<file path="config.mk">
export PLATFORM = sky130hd
export DESIGN_NAME = ipv4_hdr_gen
export DESIGN_NICKNAME = d
export VERILOG_FILES = /design/src/rtl/ipv4_hdr_gen.sv
export SDC_FILE = /design/constraint.sdc
export NUM_CORES = 1
export LEC_CHECK = 0
export ABC_AREA = 1
export CAP_MARGIN = 15
export CORE_MARGIN = 2
export CORE_UTILIZATION = 56
export DETAILED_ROUTE_END_ITERATION = 12
export PLACE_DENSITY = 0.83
export SLEW_MARGIN = 5
export SYNTH_ARGS = -nofsm -noshare
export SYNTH_HDL_FRONTEND = slang
export SYNTH_SLANG_ARGS = --single-unit
</file>
<file path="constraint.sdc">
create_clock -name i_clk -period 3.92 [get_ports i_clk]
set_input_delay 0.588 -clock i_clk [delete_from_list [all_inputs] [get_ports i_clk]]
set_output_delay 0.588 -clock i_clk [all_outputs]
set_load 0.02 [all_outputs]
</file>
<file path="src/rtl/ipv4_hdr_gen.sv">
// IPv4 header generator: builds a 20-byte header (len, src, dst, id, checksum) and streams it byte-wise.
// Latency: start accepted at edge 0 -> bytes 0..19 in cycles 12..31, o_done in cycle 32.
// Backpressure: none; a start while busy is dropped, an invalid start is rejected with an o_err pulse.
//
// Ports:
//   i_clk, i_rst          clock, synchronous active-high reset
//   i_start               start request (IDLE only), with i_payload_len and i_dest_sel
//   i_cfg_we/sel/ip       config write: sel 0 = source IP, sel k (1..NUM_DEST) = dest entry k-1
//   o_hdr_idx/byte/we     header buffer write port (offset 0..19)
//   o_busy, o_done, o_err status: busy window, completion pulse, reject pulse
module ipv4_hdr_gen #(
    parameter int          NUM_DEST   = 4,
    parameter int          DEST_W     = 2,
    parameter logic [7:0]  TTL        = 8'h40,
    parameter logic [7:0]  PROTOCOL   = 8'h11,
    parameter logic [31:0] INIT_SRCIP = 32'hC0A80104,
    parameter logic [31:0] INIT_DSTIP = 32'hC0A80105
) (
    input  logic              i_clk,
    input  logic              i_rst,
    input  logic              i_start,
    input  logic [15:0]       i_payload_len,
    input  logic [DEST_W-1:0] i_dest_sel,
    input  logic              i_cfg_we,
    input  logic [4:0]        i_cfg_sel,
    input  logic [31:0]       i_cfg_ip,
    output logic [4:0]        o_hdr_idx,
    output logic [7:0]        o_hdr_byte,
    output logic              o_hdr_we,
    output logic              o_busy,
    output logic              o_done,
    output logic              o_err
);

    typedef enum logic [2:0] {
        S_IDLE  = 3'd0,
        S_SUM   = 3'd1,
        S_FOLD  = 3'd2,
        S_WRITE = 3'd3,
        S_DONE  = 3'd4
    } state_t;

    localparam logic [31:0] NUM_DEST_U = NUM_DEST;
    localparam logic [15:0] MAX_PAYLOAD = 16'd65515;

    state_t       state_q, state_d;
    logic [4:0]   cnt_q, cnt_d;
    logic [16:0]  acc_q, acc_d;
    logic [15:0]  cs_q, cs_d;
    logic [15:0]  id_q, id_d;
    logic [15:0]  len_q, len_d;
    logic [15:0]  pkt_id_q, pkt_id_d;
    logic [31:0]  src_q, src_d;
    logic [31:0]  dst_q, dst_d;
    logic [31:0]  src_cfg_q, src_cfg_d;
    logic [31:0]  dest_q [NUM_DEST];
    logic [31:0]  dest_d [NUM_DEST];
    logic [4:0]   hdr_idx_q, hdr_idx_d;
    logic [7:0]   hdr_byte_q, hdr_byte_d;
    logic         hdr_we_q, hdr_we_d;
    logic         busy_q, busy_d;
    logic         done_q, done_d;
    logic         err_q, err_d;

    logic [31:0]  dest_sel_ext;
    logic [31:0]  dst_pick;
    logic         start_bad;
    logic [15:0]  sum_word;
    logic [7:0]   cur_byte;
    logic [16:0]  fold_sum;

    assign dest_sel_ext = {{(32-DEST_W){1'b0}}, i_dest_sel};
    assign start_bad    = (i_payload_len > MAX_PAYLOAD) || (dest_sel_ext >= NUM_DEST_U);
    assign fold_sum     = {1'b0, acc_q[15:0]} + {16'b0, acc_q[16]};

    // Compare-and-select rather than direct indexing so non-power-of-two tables
    // never see an out-of-range read.
    always_comb begin
        dst_pick = INIT_DSTIP;
        for (int k = 0; k < NUM_DEST; k++) begin
            if (dest_sel_ext == 32'(k)) begin
                dst_pick = dest_q[k];
            end
        end
    end

    // Header words in transmit order, checksum slot (word 5) taken as zero.
    always_comb begin
        sum_word = 16'h0000;
        case (cnt_q)
            5'd0:    sum_word = 16'h4500;
            5'd1:    sum_word = len_q;
            5'd2:    sum_word = pkt_id_q;
            5'd3:    sum_word = 16'h4000;
            5'd4:    sum_word = {TTL, PROTOCOL};
            5'd6:    sum_word = src_q[31:16];
            5'd7:    sum_word = src_q[15:0];
            5'd8:    sum_word = dst_q[31:16];
            5'd9:    sum_word = dst_q[15:0];
            default: sum_word = 16'h0000;
        endcase
    end

    always_comb begin
        cur_byte = 8'h00;
        case (cnt_q)
            5'd0:    cur_byte = 8'h45;
            5'd1:    cur_byte = 8'h00;
            5'd2:    cur_byte = len_q[15:8];
            5'd3:    cur_byte = len_q[7:0];
            5'd4:    cur_byte = pkt_id_q[15:8];
            5'd5:    cur_byte = pkt_id_q[7:0];
            5'd6:    cur_byte = 8'h40;
            5'd7:    cur_byte = 8'h00;
            5'd8:    cur_byte = TTL;
            5'd9:    cur_byte = PROTOCOL;
            5'd10:   cur_byte = cs_q[15:8];
            5'd11:   cur_byte = cs_q[7:0];
            5'd12:   cur_byte = src_q[31:24];
            5'd13:   cur_byte = src_q[23:16];
            5'd14:   cur_byte = src_q[15:8];
            5'd15:   cur_byte = src_q[7:0];
            5'd16:   cur_byte = dst_q[31:24];
            5'd17:   cur_byte = dst_q[23:16];
            5'd18:   cur_byte = dst_q[15:8];
            5'd19:   cur_byte = dst_q[7:0];
            default: cur_byte = 8'h00;
        endcase
    end

    always_comb begin
        state_d    = state_q;
        cnt_d      = cnt_q;
        acc_d      = acc_q;
        cs_d       = cs_q;
        id_d       = id_q;
        len_d      = len_q;
        pkt_id_d   = pkt_id_q;
        src_d      = src_q;
        dst_d      = dst_q;
        src_cfg_d  = src_cfg_q;
        dest_d     = dest_q;
        hdr_idx_d  = 5'd0;
        hdr_byte_d = 8'h00;
        hdr_we_d   = 1'b0;
        // Status is derived from the registered state, so it trails the state by one cycle.
        busy_d     = (state_q != S_IDLE);
        done_d     = 1'b0;
        err_d      = 1'b0;

        // Config table updates run in every state; in-flight packets use latched copies.
        if (i_cfg_we) begin
            if (i_cfg_sel == 5'd0) begin
                src_cfg_d = i_cfg_ip;
            end
            for (int k = 0; k < NUM_DEST; k++) begin
                if ({27'b0, i_cfg_sel} == 32'(k + 1)) begin
                    dest_d[k] = i_cfg_ip;
                end
            end
        end

        case (state_q)
            S_IDLE: begin
                if (i_start) begin
                    if (start_bad) begin
                        err_d = 1'b1;
                    end else begin
                        // Reads the pre-write register values, so a coincident config write is not seen.
                        len_d    = i_payload_len + 16'd20;
                        pkt_id_d = id_q;
                        src_d    = src_cfg_q;
                        dst_d    = dst_pick;
                        acc_d    = 17'd0;
                        cnt_d    = 5'd0;
                        state_d  = S_SUM;
                    end
                end
            end
            S_SUM: begin
                // End-around carry folded in every step keeps the accumulator at 17 bits.
                acc_d = {1'b0, acc_q[15:0]} + {1'b0, sum_word} + {16'b0, acc_q[16]};
                cnt_d = cnt_q + 5'd1;
                if (cnt_q == 5'd9) begin
                    cnt_d   = 5'd0;
                    state_d = S_FOLD;
                end
            end
            S_FOLD: begin
                acc_d   = fold_sum;
                cs_d    = ~fold_sum[15:0];
                cnt_d   = 5'd0;
                state_d = S_WRITE;
            end
            S_WRITE: begin
                hdr_we_d   = 1'b1;
                hdr_idx_d  = cnt_q;
                hdr_byte_d = cur_byte;
                cnt_d      = cnt_q + 5'd1;
                if (cnt_q == 5'd19) begin
                    cnt_d   = 5'd0;
                    state_d = S_DONE;
                end
            end
            S_DONE: begin
                done_d  = 1'b1;
                id_d    = id_q + 16'd1;
                state_d = S_IDLE;
            end
            default: begin
                state_d = S_IDLE;
            end
        endcase
    end

    always_ff @(posedge i_clk) begin
        if (i_rst) begin
            state_q    <= S_IDLE;
            cnt_q      <= 5'd0;
            acc_q      <= 17'd0;
            cs_q       <= 16'd0;
            id_q       <= 16'd0;
            len_q      <= 16'd0;
            pkt_id_q   <= 16'd0;
            src_q      <= 32'd0;
            dst_q      <= 32'd0;
            src_cfg_q  <= INIT_SRCIP;
            for (int k = 0; k < NUM_DEST; k++) begin
                dest_q[k] <= INIT_DSTIP;
            end
            hdr_idx_q  <= 5'd0;
            hdr_byte_q <= 8'h00;
            hdr_we_q   <= 1'b0;
            busy_q     <= 1'b0;
            done_q     <= 1'b0;
            err_q      <= 1'b0;
        end else begin
            state_q    <= state_d;
            cnt_q      <= cnt_d;
            acc_q      <= acc_d;
            cs_q       <= cs_d;
            id_q       <= id_d;
            len_q      <= len_d;
            pkt_id_q   <= pkt_id_d;
            src_q      <= src_d;
            dst_q      <= dst_d;
            src_cfg_q  <= src_cfg_d;
            dest_q     <= dest_d;
            hdr_idx_q  <= hdr_idx_d;
            hdr_byte_q <= hdr_byte_d;
            hdr_we_q   <= hdr_we_d;
            busy_q     <= busy_d;
            done_q     <= done_d;
            err_q      <= err_d;
        end
    end

    assign o_hdr_idx  = hdr_idx_q;
    assign o_hdr_byte = hdr_byte_q;
    assign o_hdr_we   = hdr_we_q;
    assign o_busy     = busy_q;
    assign o_done     = done_q;
    assign o_err      = err_q;

endmodule
</file>
==> results of run 1 <==
metal layers:
metal | vias to the layer above | wire [um] | GRT usage (%)
li1 | 7555 | - | -
met1 | 7138 | 20000 | 41.7
met2 | 652 | 22000 | 53.5
met3 | 109 | 3710 | 5.15
met4 | 2 | 1690 | 11.7
met5 | - | 13 | 0
final timing paths:
| check | startpoint | end | slack (ns) | cells past startpoint |
|---|---|---|---|---|
| worst min register to register | dest_q[11]$_SDFFE_PP0P_ | dest_q[11]$_SDFFE_PP0P_ | 0.45 | 2 |
| worst max-delay path | cnt_q[1]$_SDFFE_PP0P_ | acc_q[8]$_SDFFE_PP0P_ | 0.38 | 20 |
| worst min-delay path | dest_q[11]$_SDFFE_PP0P_ | dest_q[11]$_SDFFE_PP0P_ | 0.45 | 2 |
| worst max register to register | cnt_q[1]$_SDFFE_PP0P_ | acc_q[8]$_SDFFE_PP0P_ | 0.38 | 20 |
cells in the mapped netlist, drive strengths merged:
| master | instances |
|---|---|
| or2 | 6 |
| o31ai | 1 |
| o22ai | 74 |
| o211ai | 6 |
| a31oi | 2 |
| inv | 300 |
| nor2 | 312 |
| o221ai | 11 |
| and2 | 3 |
| nand4 | 14 |
| xnor2 | 8 |
| a21oi | 234 |
| buf | 42 |
| nor3 | 17 |
| clkbuf | 71 |
| nand3b | 8 |
| o211a | 2 |
| clkinv | 3 |
| o21bai | 1 |
| xor2 | 10 |
| a211oi | 1 |
| dfxtp | 330 |
| a221oi | 7 |
| fa | 2 |
| o221a | 1 |
| nand2 | 408 |
| nor3b | 1 |
| ha | 25 |
| nor4 | 3 |
| o2111ai | 5 |
| o21ai | 285 |
| nand3 | 101 |
| a32o | 1 |
state kept, by name (all words and copies together) (netlist names):
name	count
acc_q	17
cnt_q	5
cs_q	16
dest_q	128
dst_q	32
id_q	16
len_q	16
o_busy	1
o_done	1
o_err	1
o_hdr_byte	8
o_hdr_idx	5
o_hdr_we	1
pkt_id_q	16
src_cfg_q	32
src_q	32
state_q	3
through the flow:
stage | utilization (%) | std cells | instance area [um^2]
global placement | 60.0 | 2657 | 16700
floorplan | - | 2295 | 15800
finish | 64.4 | 2722 | 17900
detailed placement | 60.0 | 2657 | 16700
CTS | 64.4 | 2722 | 17900
global route | 64.4 | 2722 | 17900
critical path, cell delays in order, from the launching register on:
cell     delay (ns)
dfxtp_1        0.41
ha_1           0.25
inv_1          0.08
nor2_1         0.19
inv_1          0.08
nor2_2         0.28
inv_2          0.19
o22ai_1        0.20
nor4_1         0.10
fa_1           0.37
inv_1          0.11
fa_1           0.20
nand2_1        0.09
a21oi_1        0.28
nand2_1        0.12
nand2_1        0.09
nand2_1        0.05
nand3_1        0.07
nand2_1        0.07
a21oi_1        0.13
nor2_1         0.05
logic make-up after synthesis:
group | after synthesis | synth area share [%]
AND/OR/NAND/NOR | 873 | 22.7
AO/OA/AOI/OAI | 631 | 21.5
buffers and inverters | 416 | 10.6
flip-flops | 330 | 41.9
adder cells (fa/ha/maj) | 27 | 2.24
XOR/XNOR | 18 | 1.00
power by group through the flow:
stage               Combinational, W  Clock, W  Sequential, W
floorplan                   0.000694         0        0.00365
global placement            0.000991         0        0.00367
detailed placement           0.00101         0        0.00368
CTS                          0.00102   0.00347        0.00361
global route                 0.00114   0.00362        0.00362
finish                       0.00103   0.00344        0.00361
cell type report:
| type | instances | area [um^2] | area share [%] |
|---|---|---|---|
| clock buffers | 48 | 1040 | 5.80 |
| clock inverters | 17 | 184 | 1.03 |
| inverters | 303 | 1140 | 6.37 |
| multi-input cells | 1549 | 7490 | 41.9 |
| flip-flops and latches | 330 | 6610 | 36.9 |
| well taps | 378 | 473 | 2.64 |
| repair buffers | 97 | 961 | 5.37 |
==> impl_metrics.json, run 1 <==
{
  "postCtsResizedCells": 0,
  "finalWorstPathRequiredPeriod_ns": 3.54,
  "initialDrtViolationCount": 1486,
  "clock_sinks": 330,
  "wl_um": 47400,
  "clk_pin_slew_ns": 0.06,
  "synth_area_mm2": 0.0158,
  "hpwl_um": 34300,
  "syn_area_per_cell_um2": 6.87,
  "crit_path_max_fanout": 11,
  "start_util_pct": 56.7,
  "finalMaxSlewViolations": 0,
  "worstMarginPinSlew_ns": 1.11,
  "drive_above_1_share_pct": 4.78,
  "n_antenna_cell": 0,
  "cts_buffers": 36,
  "grt_pass1_vias": 14200,
  "nets": 2403,
  "hold_buffers": 0,
  "ioPinCount": 76,
  "setup_viol": 0,
  "outcome": "complete, no violations",
  "cts_max_path_buffers": 3,
  "first_pass_iters": 6,
  "p_int_w": 0.00586,
  "fillers": 2555,
  "grt_usage_pct": 32.0,
  "routedWlPerCell_um": 17.4,
  "path_class": "flip-flop to flip-flop",
  "max_freq_ghz": 0.283,
  "critPathLaunchType": "flip-flop",
  "postCtsSetupBuffers": 0,
  "gr-total-overflow": 0,
  "rsz0062_at_grt": "false",
  "combPwrFrac_pct": 12.8,
  "power_w": 0.00808,
  "die_x_um": 172,
  "fin_ws_ns": 0.384,
  "ys_seq_elements": 330,
  "slew_headroom_pct": 25.7,
  "p_seq_share_pct": 44.7,
  "whs_ns": 0.447,
  "via_count": 15500,
  "power_density_mw_per_mm2": 452,
  "clock_skew_ns": 0.0115,
  "final_common_cell": "nand2_1",
  "core_area_mm2": 0.0278,
  "swShare_pct": 27.4,
  "grt_pass1_wl_um": 74600,
  "clock-root-buffer": "clkbuf_16",
  "core.rowCount": 61,
  "ant_nets": 0,
  "io_buffers": 75,
  "peakVddDrop_mv": 0.370,
  "synth_warnings": 0,
  "cap_violations": 0,
  "post-route-period-util_pct": 90.2,
  "required_ns": 4.33,
  "final_hold_viol_count": 0,
  "synth_top_area_share_pct": 41.9,
  "syn_inst": 2295,
  "arrival_ns": 3.95,
  "syn-num-nets": 2381,
  "cts_tree": "done",
  "cts_max_level": 2,
  "via_per_inst": 5.68,
  "area_growth_pct": 13.5,
  "yosysTopAreaCell": "dfxtp_1",
  "clockPowerShare_pct": 42.5,
  "grt_antenna_before_repair": 1,
  "drc": 0,
  "die_area_mm2": 0.0295,
  "fin_setup_tns_ns": 0,
  "ys_types": 46,
  "mostFrequentLayoutCells": "404 x nand2_1, 330 x dfxtp_1, 302 x nor2_1, 296 x inv_1, 282 x o21ai_0",
  "gp_congestion": 0.989,
  "clk_latency_ns": 0.53,
  "synth_sequential_area_ratio_pct": 41.9,
  "leakagePower_nw": 7.22,
  "dp_slack_ns": 0.405,
  "fp.dieH_um": 172,
  "worstHoldPathType": "flip-flop to flip-flop",
  "grt_start_max_net_pins": 107,
  "power_switching_w": 0.00221,
  "endpoint_kind": "flip-flop",
  "synth_area_leaders": "dfxtp_1 42%, nand2_1 9.6%, o21ai_0 9.0%, a21oi_1 7.4%, nor2_1 7.2%"
}
(Power assumes the default switching activity.)
==> run 2: changes to the inputs <==
- CTS_BUF_LIST: unset -> sky130_fd_sc_hd__clkbuf_4 sky130_fd_sc_hd__clkbuf_8 sky130_fd_sc_hd__clkbuf_16
- CTS_CLUSTER_DIAMETER: unset -> 40
==> impl_metrics.json, run 2 (synthesis results as in run 1) <==
{
  "outcome": "complete, no violations",
  "mostFrequentLayoutCells": "404 x nand2_1, 330 x dfxtp_1, 302 x nor2_1, 296 x inv_1, 282 x o21ai_0",
  "grt_antenna_before_repair": 0,
  "top_register": "dest_q",
  "grt_start_max_net_pins": 107,
  "cts_buffers": 41,
  "core.rowCount": 61,
  "critPathLaunchType": "flip-flop",
  "crit_path_max_fanout": 11,
  "worstHoldPathType": "flip-flop to flip-flop",
  "power_w": 0.00859,
  "peakVddDrop_mv": 0.434,
  "grt_pass1_wl_um": 74400,
  "largest_register_ffs": 128,
  "utilization_pct": 65.2,
  "die_area_mm2": 0.0295,
  "first_pass_iters": 5,
  "post-route-period-util_pct": 90.3,
  "fp.dieH_um": 172,
  "max_stage_delay_ns": 0.41,
  "hpwl_um": 34300,
  "setup_viol": 0,
  "grt_pass1_vias": 14100,
  "io_buffers": 75,
  "n_antenna_cell": 0,
  "worstMarginPinSlew_ns": 1.10,
  "area_growth_pct": 14.9,
  "clock_sinks": 330,
  "critPathMostFrequentCell": "nand2_1",
  "whs_ns": 0.446,
  "design_area_mm2": 0.0181,
  "gr-total-overflow": 0,
  "final_common_cell": "nand2_1",
  "nets": 2408,
  "cts_tree": "done",
  "gp_congestion": 0.989,
  "clk_latency_ns": 0.54,
  "rsz0062_at_grt": "false",
  "finalWorstPathRequiredPeriod_ns": 3.54,
  "cts_max_level": 2,
  "cp_top_family": "simple AND/OR/NAND/NOR gates",
  "core_area_mm2": 0.0278,
  "clock-root-buffer": "clkbuf_16",
  "leakagePower_nw": 7.34,
  "clock_skew_ns": 0.0200,
  "crit_chain": "ha_1, inv_1, nor2_1, inv_1, nor2_2, inv_2, o22ai_1, nor4_1, fa_1, inv_1, fa_1, nand2_1, a21oi_1, nand2_1, nand2_1, nand2_1, nand3_1, nand2_1, a21oi_1, nor2_1",
  "ant_nets": 0,
  "fin_setup_tns_ns": 0,
  "arrival_ns": 3.95,
  "placed_area_mm2": 0.0167,
  "via_count": 15400,
  "path_class": "flip-flop to flip-flop",
  "regArea_mm2": 0.00661,
  "final_hold_viol_count": 0,
  "multi_input_area_mm2": 0.00749,
  "drc": 0,
  "fillers": 2544,
  "finalMaxSlewViolations": 0,
  "cap_violations": 0,
  "routedWlPerCell_um": 17.4,
  "start_util_pct": 56.7,
  "via_per_inst": 5.62,
  "clk_pin_slew_ns": 0.06,
  "ioPinCount": 76,
  "drive_above_1_share_pct": 5.39,
  "power_density_mw_per_mm2": 474,
  "required_ns": 4.33,
  "slowest_stage": "dfxtp_1",
  "grt_usage_pct": 32.0,
  "max_freq_ghz": 0.282,
  "die_x_um": 172,
  "hold_buffers": 0,
  "cts_max_path_buffers": 3,
  "endpoint_kind": "flip-flop",
  "initialDrtViolationCount": 1618,
  "crit_buf_inv": 4,
  "slew_headroom_pct": 26.3,
  "wl_um": 47400
}
## run 2: cell types whose count changed in the layout (fill, tap and decap cells not counted), sizes merged
cell,change
inv,+8
bufinv,+2
clkbuf,+1
## run 2: what timing repair did
| action | 4_1_cts | 5_1_grt |
|---|---|---|
| resized for setup | 0 | 1 |
| endpoints found under the setup margin | 0 | 1 |
| hold endpoints to repair | 0 | 0 |
| buffers inserted | 0 | 0 |
## run 2: path summary, 6_finish.rpt
check,startpoint,end,slack [ns],cells after the start
setup reg to reg,cnt_q[1]$_SDFFE_PP0P_,acc_q[8]$_SDFFE_PP0P_,0.38,20
hold / removal,dest_q[20]$_SDFFE_PP0P_,dest_q[20]$_SDFFE_PP0P_,0.45,2
setup / recovery,cnt_q[1]$_SDFFE_PP0P_,acc_q[8]$_SDFFE_PP0P_,0.38,20
hold reg to reg,dest_q[20]$_SDFFE_PP0P_,dest_q[20]$_SDFFE_PP0P_,0.45,2
## run 2: power breakdown
group          leakage [nW]  switching (W)  total, W  internal (W)
Sequential             2.68      0.0000991   0.00361       0.00351
Clock                 0.718        0.00156   0.00395       0.00238
Combinational          3.94       0.000702   0.00103      0.000329
## run 2: routing by layer
metal  part of all wire [%]  wire [um]  GRT usage [%]  up-vias
met4                    3.9       1870           12.5        0
met2                     46      21800           52.9      593
met1                     43      20300           41.6     7088
met5                      0          0              0        -
met3                    7.4       3510           5.64      107
li1                       -          -              -     7575
## run 2: worst register-to-register path: stages (launching register included)
cell,delay [ns]
dfxtp_1,0.41
ha_1,0.26
inv_1,0.07
nor2_1,0.19
inv_1,0.08
nor2_2,0.27
inv_2,0.19
o22ai_1,0.21
nor4_1,0.11
fa_1,0.37
inv_1,0.11
fa_1,0.20
nand2_1,0.10
a21oi_1,0.28
nand2_1,0.12
nand2_1,0.09
nand2_1,0.05
nand3_1,0.07
nand2_1,0.06
a21oi_1,0.13
nor2_1,0.05
## run 2: area by class of cell
type                    instances  area share [%]
clock buffers                  49            6.26
flip-flops and latches        330            36.5
repair buffers                 97            5.30
clock inverters                27            1.73
inverters                     303            6.29
well taps                     378            2.61
multi-input cells            1549            41.3
## run 2: through the flow
step	setup slack, ns	std cells
3_5_place_dp	0.405	2657
5_1_grt	0.0460	2733
2_1_floorplan	1.01	2295
3_3_place_gp	0.527	2657
6_report	0.378	2733
4_1_cts	0.377	2733
==> run 3: changes to the inputs <==
- ABC_CLOCK_PERIOD_IN_PS: unset -> 3920
- CELL_PAD_IN_SITES_DETAIL_PLACEMENT: unset -> 1
- CELL_PAD_IN_SITES_GLOBAL_PLACEMENT: unset -> 2
- CORE_UTILIZATION: 56 -> 34
- PLACE_DENSITY: 0.83 -> 0.87
==> impl_metrics.json, run 3 (synthesis results as in run 1) <==
{
  "routedWlPerCell_um": 19.1,
  "finalMaxSlewViolations": 0,
  "gp_congestion": 0.955,
  "arrival_ns": 4.01,
  "largest_register_ffs": 128,
  "postCtsSetupBuffers": 0,
  "grt_start_max_net_pins": 147,
  "clk_pin_slew_ns": 0.05,
  "start_util_pct": 34.6,
  "initialDrtViolationCount": 931,
  "area_growth_pct": 23.2,
  "power_density_mw_per_mm2": 560,
  "worstMarginPinSlew_ns": 1.12,
  "cts_buffers": 66,
  "grt_usage_pct": 24.3,
  "core_area_mm2": 0.0456,
  "grt_pass1_vias": 16100,
  "slew_headroom_pct": 25.5,
  "clockPowerShare_pct": 56.7,
  "fillers": 5668,
  "setup_viol": 0,
  "multi_input_area_mm2": 0.00749,
  "cts_max_level": 3,
  "stdcell_count": 3005,
  "grt_antenna_before_repair": 0,
  "io_buffers": 75,
  "dp_slack_ns": 0.331,
  "wl_um": 57500,
  "power_switching_w": 0.00291,
  "die_area_mm2": 0.0481,
  "via_per_inst": 5.20,
  "mostFrequentLayoutCells": "404 x nand2_1, 330 x dfxtp_1, 302 x nor2_1, 296 x inv_1, 282 x o21ai_0",
  "critPathLaunchType": "flip-flop",
  "power_w": 0.0109,
  "endpoint_kind": "flip-flop",
  "hold_buffers": 0,
  "wl_met2_um": 27300,
  "ioPinCount": 76,
  "first_pass_iters": 5,
  "top_register": "dest_q",
  "drc": 0,
  "regArea_mm2": 0.00661,
  "p_seq_share_pct": 33.3,
  "worstHoldPathType": "flip-flop to flip-flop",
  "ant_nets": 0,
  "fp.dieH_um": 219,
  "peakVddDrop_mv": 0.316,
  "final_common_cell": "nand2_1",
  "utilization_pct": 42.6,
  "n_antenna_cell": 0,
  "crit_path_max_fanout": 14,
  "swShare_pct": 26.7,
  "grt_pass1_wl_um": 91400,
  "wl_met3_um": 1950,
  "drive_above_1_share_pct": 7.40,
  "top_layer": "met4",
  "cts_max_path_buffers": 3,
  "cts_tree": "done",
  "die_x_um": 219,
  "finalWorstPathRequiredPeriod_ns": 3.52,
  "cap_violations": 0,
  "leakagePower_nw": 7.81,
  "hpwl_um": 42400,
  "combPwrFrac_pct": 10.0,
  "postCtsResizedCells": 0,
  "via_count": 15600,
  "gr-total-overflow": 0,
  "clock_skew_ns": 0.0325,
  "clk_latency_ns": 0.59,
  "outcome": "complete, no violations",
  "clock-root-buffer": "clkbuf_16",
  "max_freq_ghz": 0.284,
  "placed_cells": 2883,
  "path_class": "flip-flop to flip-flop",
  "required_ns": 4.40,
  "post-route-period-util_pct": 89.8,
  "nets": 2437,
  "fin_ws_ns": 0.399,
  "rsz0062_at_grt": "false",
  "p_int_w": 0.00796,
  "final_hold_viol_count": 0,
  "fin_setup_tns_ns": 0,
  "clock_sinks": 330,
  "core.rowCount": 78,
  "routedLengthMet1_um": 26600
}
==> run 3: cell types whose count changed in the layout (fill, tap and decap cells not counted), sizes merged <==
cell | before | now
clkbuf | 49 | 75
clkinvlp | 3 | 9
bufinv | 4 | 13
clkinv | 11 | 16
buf | 23 | 27
==> run 3: metal layers <==
metal	track usage, %	up-vias
li1	-	7644
met1	31.2	7628
met2	41.4	273
met3	3.63	85
met4	8.29	0
met5	0	-
==> run 3: critical path, cell delays in order, from the launching register on <==
cell,delay (ns)
dfxtp_1,0.39
inv_1,0.12
ha_1,0.24
nand2_1,0.08
nor2_1,0.07
inv_1,0.38
o22ai_1,0.14
nor4_1,0.45
fa_1,0.27
inv_1,0.08
fa_1,0.38
nand2_1,0.14
nand2_1,0.07
nand3b_1,0.08
nand2_1,0.10
nand2_1,0.11
nand3_1,0.08
nand2_1,0.07
nor2_1,0.04
nor2_1,0.09
nor2_1,0.04
==> run 3: cell type report <==
cell class,count,area share [%]
inverter,303,5.88
clock buffer,75,8.95
timing repair buffer,101,4.99
tap,600,3.87
clock inverter,47,3.71
sequential,330,34.0
multi-input combinational,1549,38.6
==> run 3: per-stage QoR <==
stage | hold WS (ns) | instance area (um^2)
2_1_floorplan | 0.424 | 15800
3_3_place_gp | 0.432 | 17000
3_5_place_dp | 0.440 | 17000
4_1_cts | 0.451 | 19400
5_1_grt | 0.469 | 19400
6_report | 0.446 | 19400
==> run 3: power groups by stage <==
stage          combinational, W  sequential (W)  clock [W]
5_1_grt                 0.00121         0.00363    0.00645
4_1_cts                 0.00109         0.00362    0.00627
2_1_floorplan          0.000694         0.00365          0
3_5_place_dp            0.00108         0.00369          0
6_report                0.00108         0.00362    0.00617
3_3_place_gp            0.00105         0.00368          0
==> run 3: final timing paths <==
path,start,end,slack [ns],depth (start not counted)
max reg2reg,cnt_q[1]$_SDFFE_PP0P_,acc_q[14]$_SDFFE_PP0P_,0.40,20
min,dest_q[28]$_SDFFE_PP0P_,dest_q[28]$_SDFFE_PP0P_,0.45,2
min reg2reg,dest_q[28]$_SDFFE_PP0P_,dest_q[28]$_SDFFE_PP0P_,0.45,2
max,cnt_q[1]$_SDFFE_PP0P_,acc_q[14]$_SDFFE_PP0P_,0.40,20
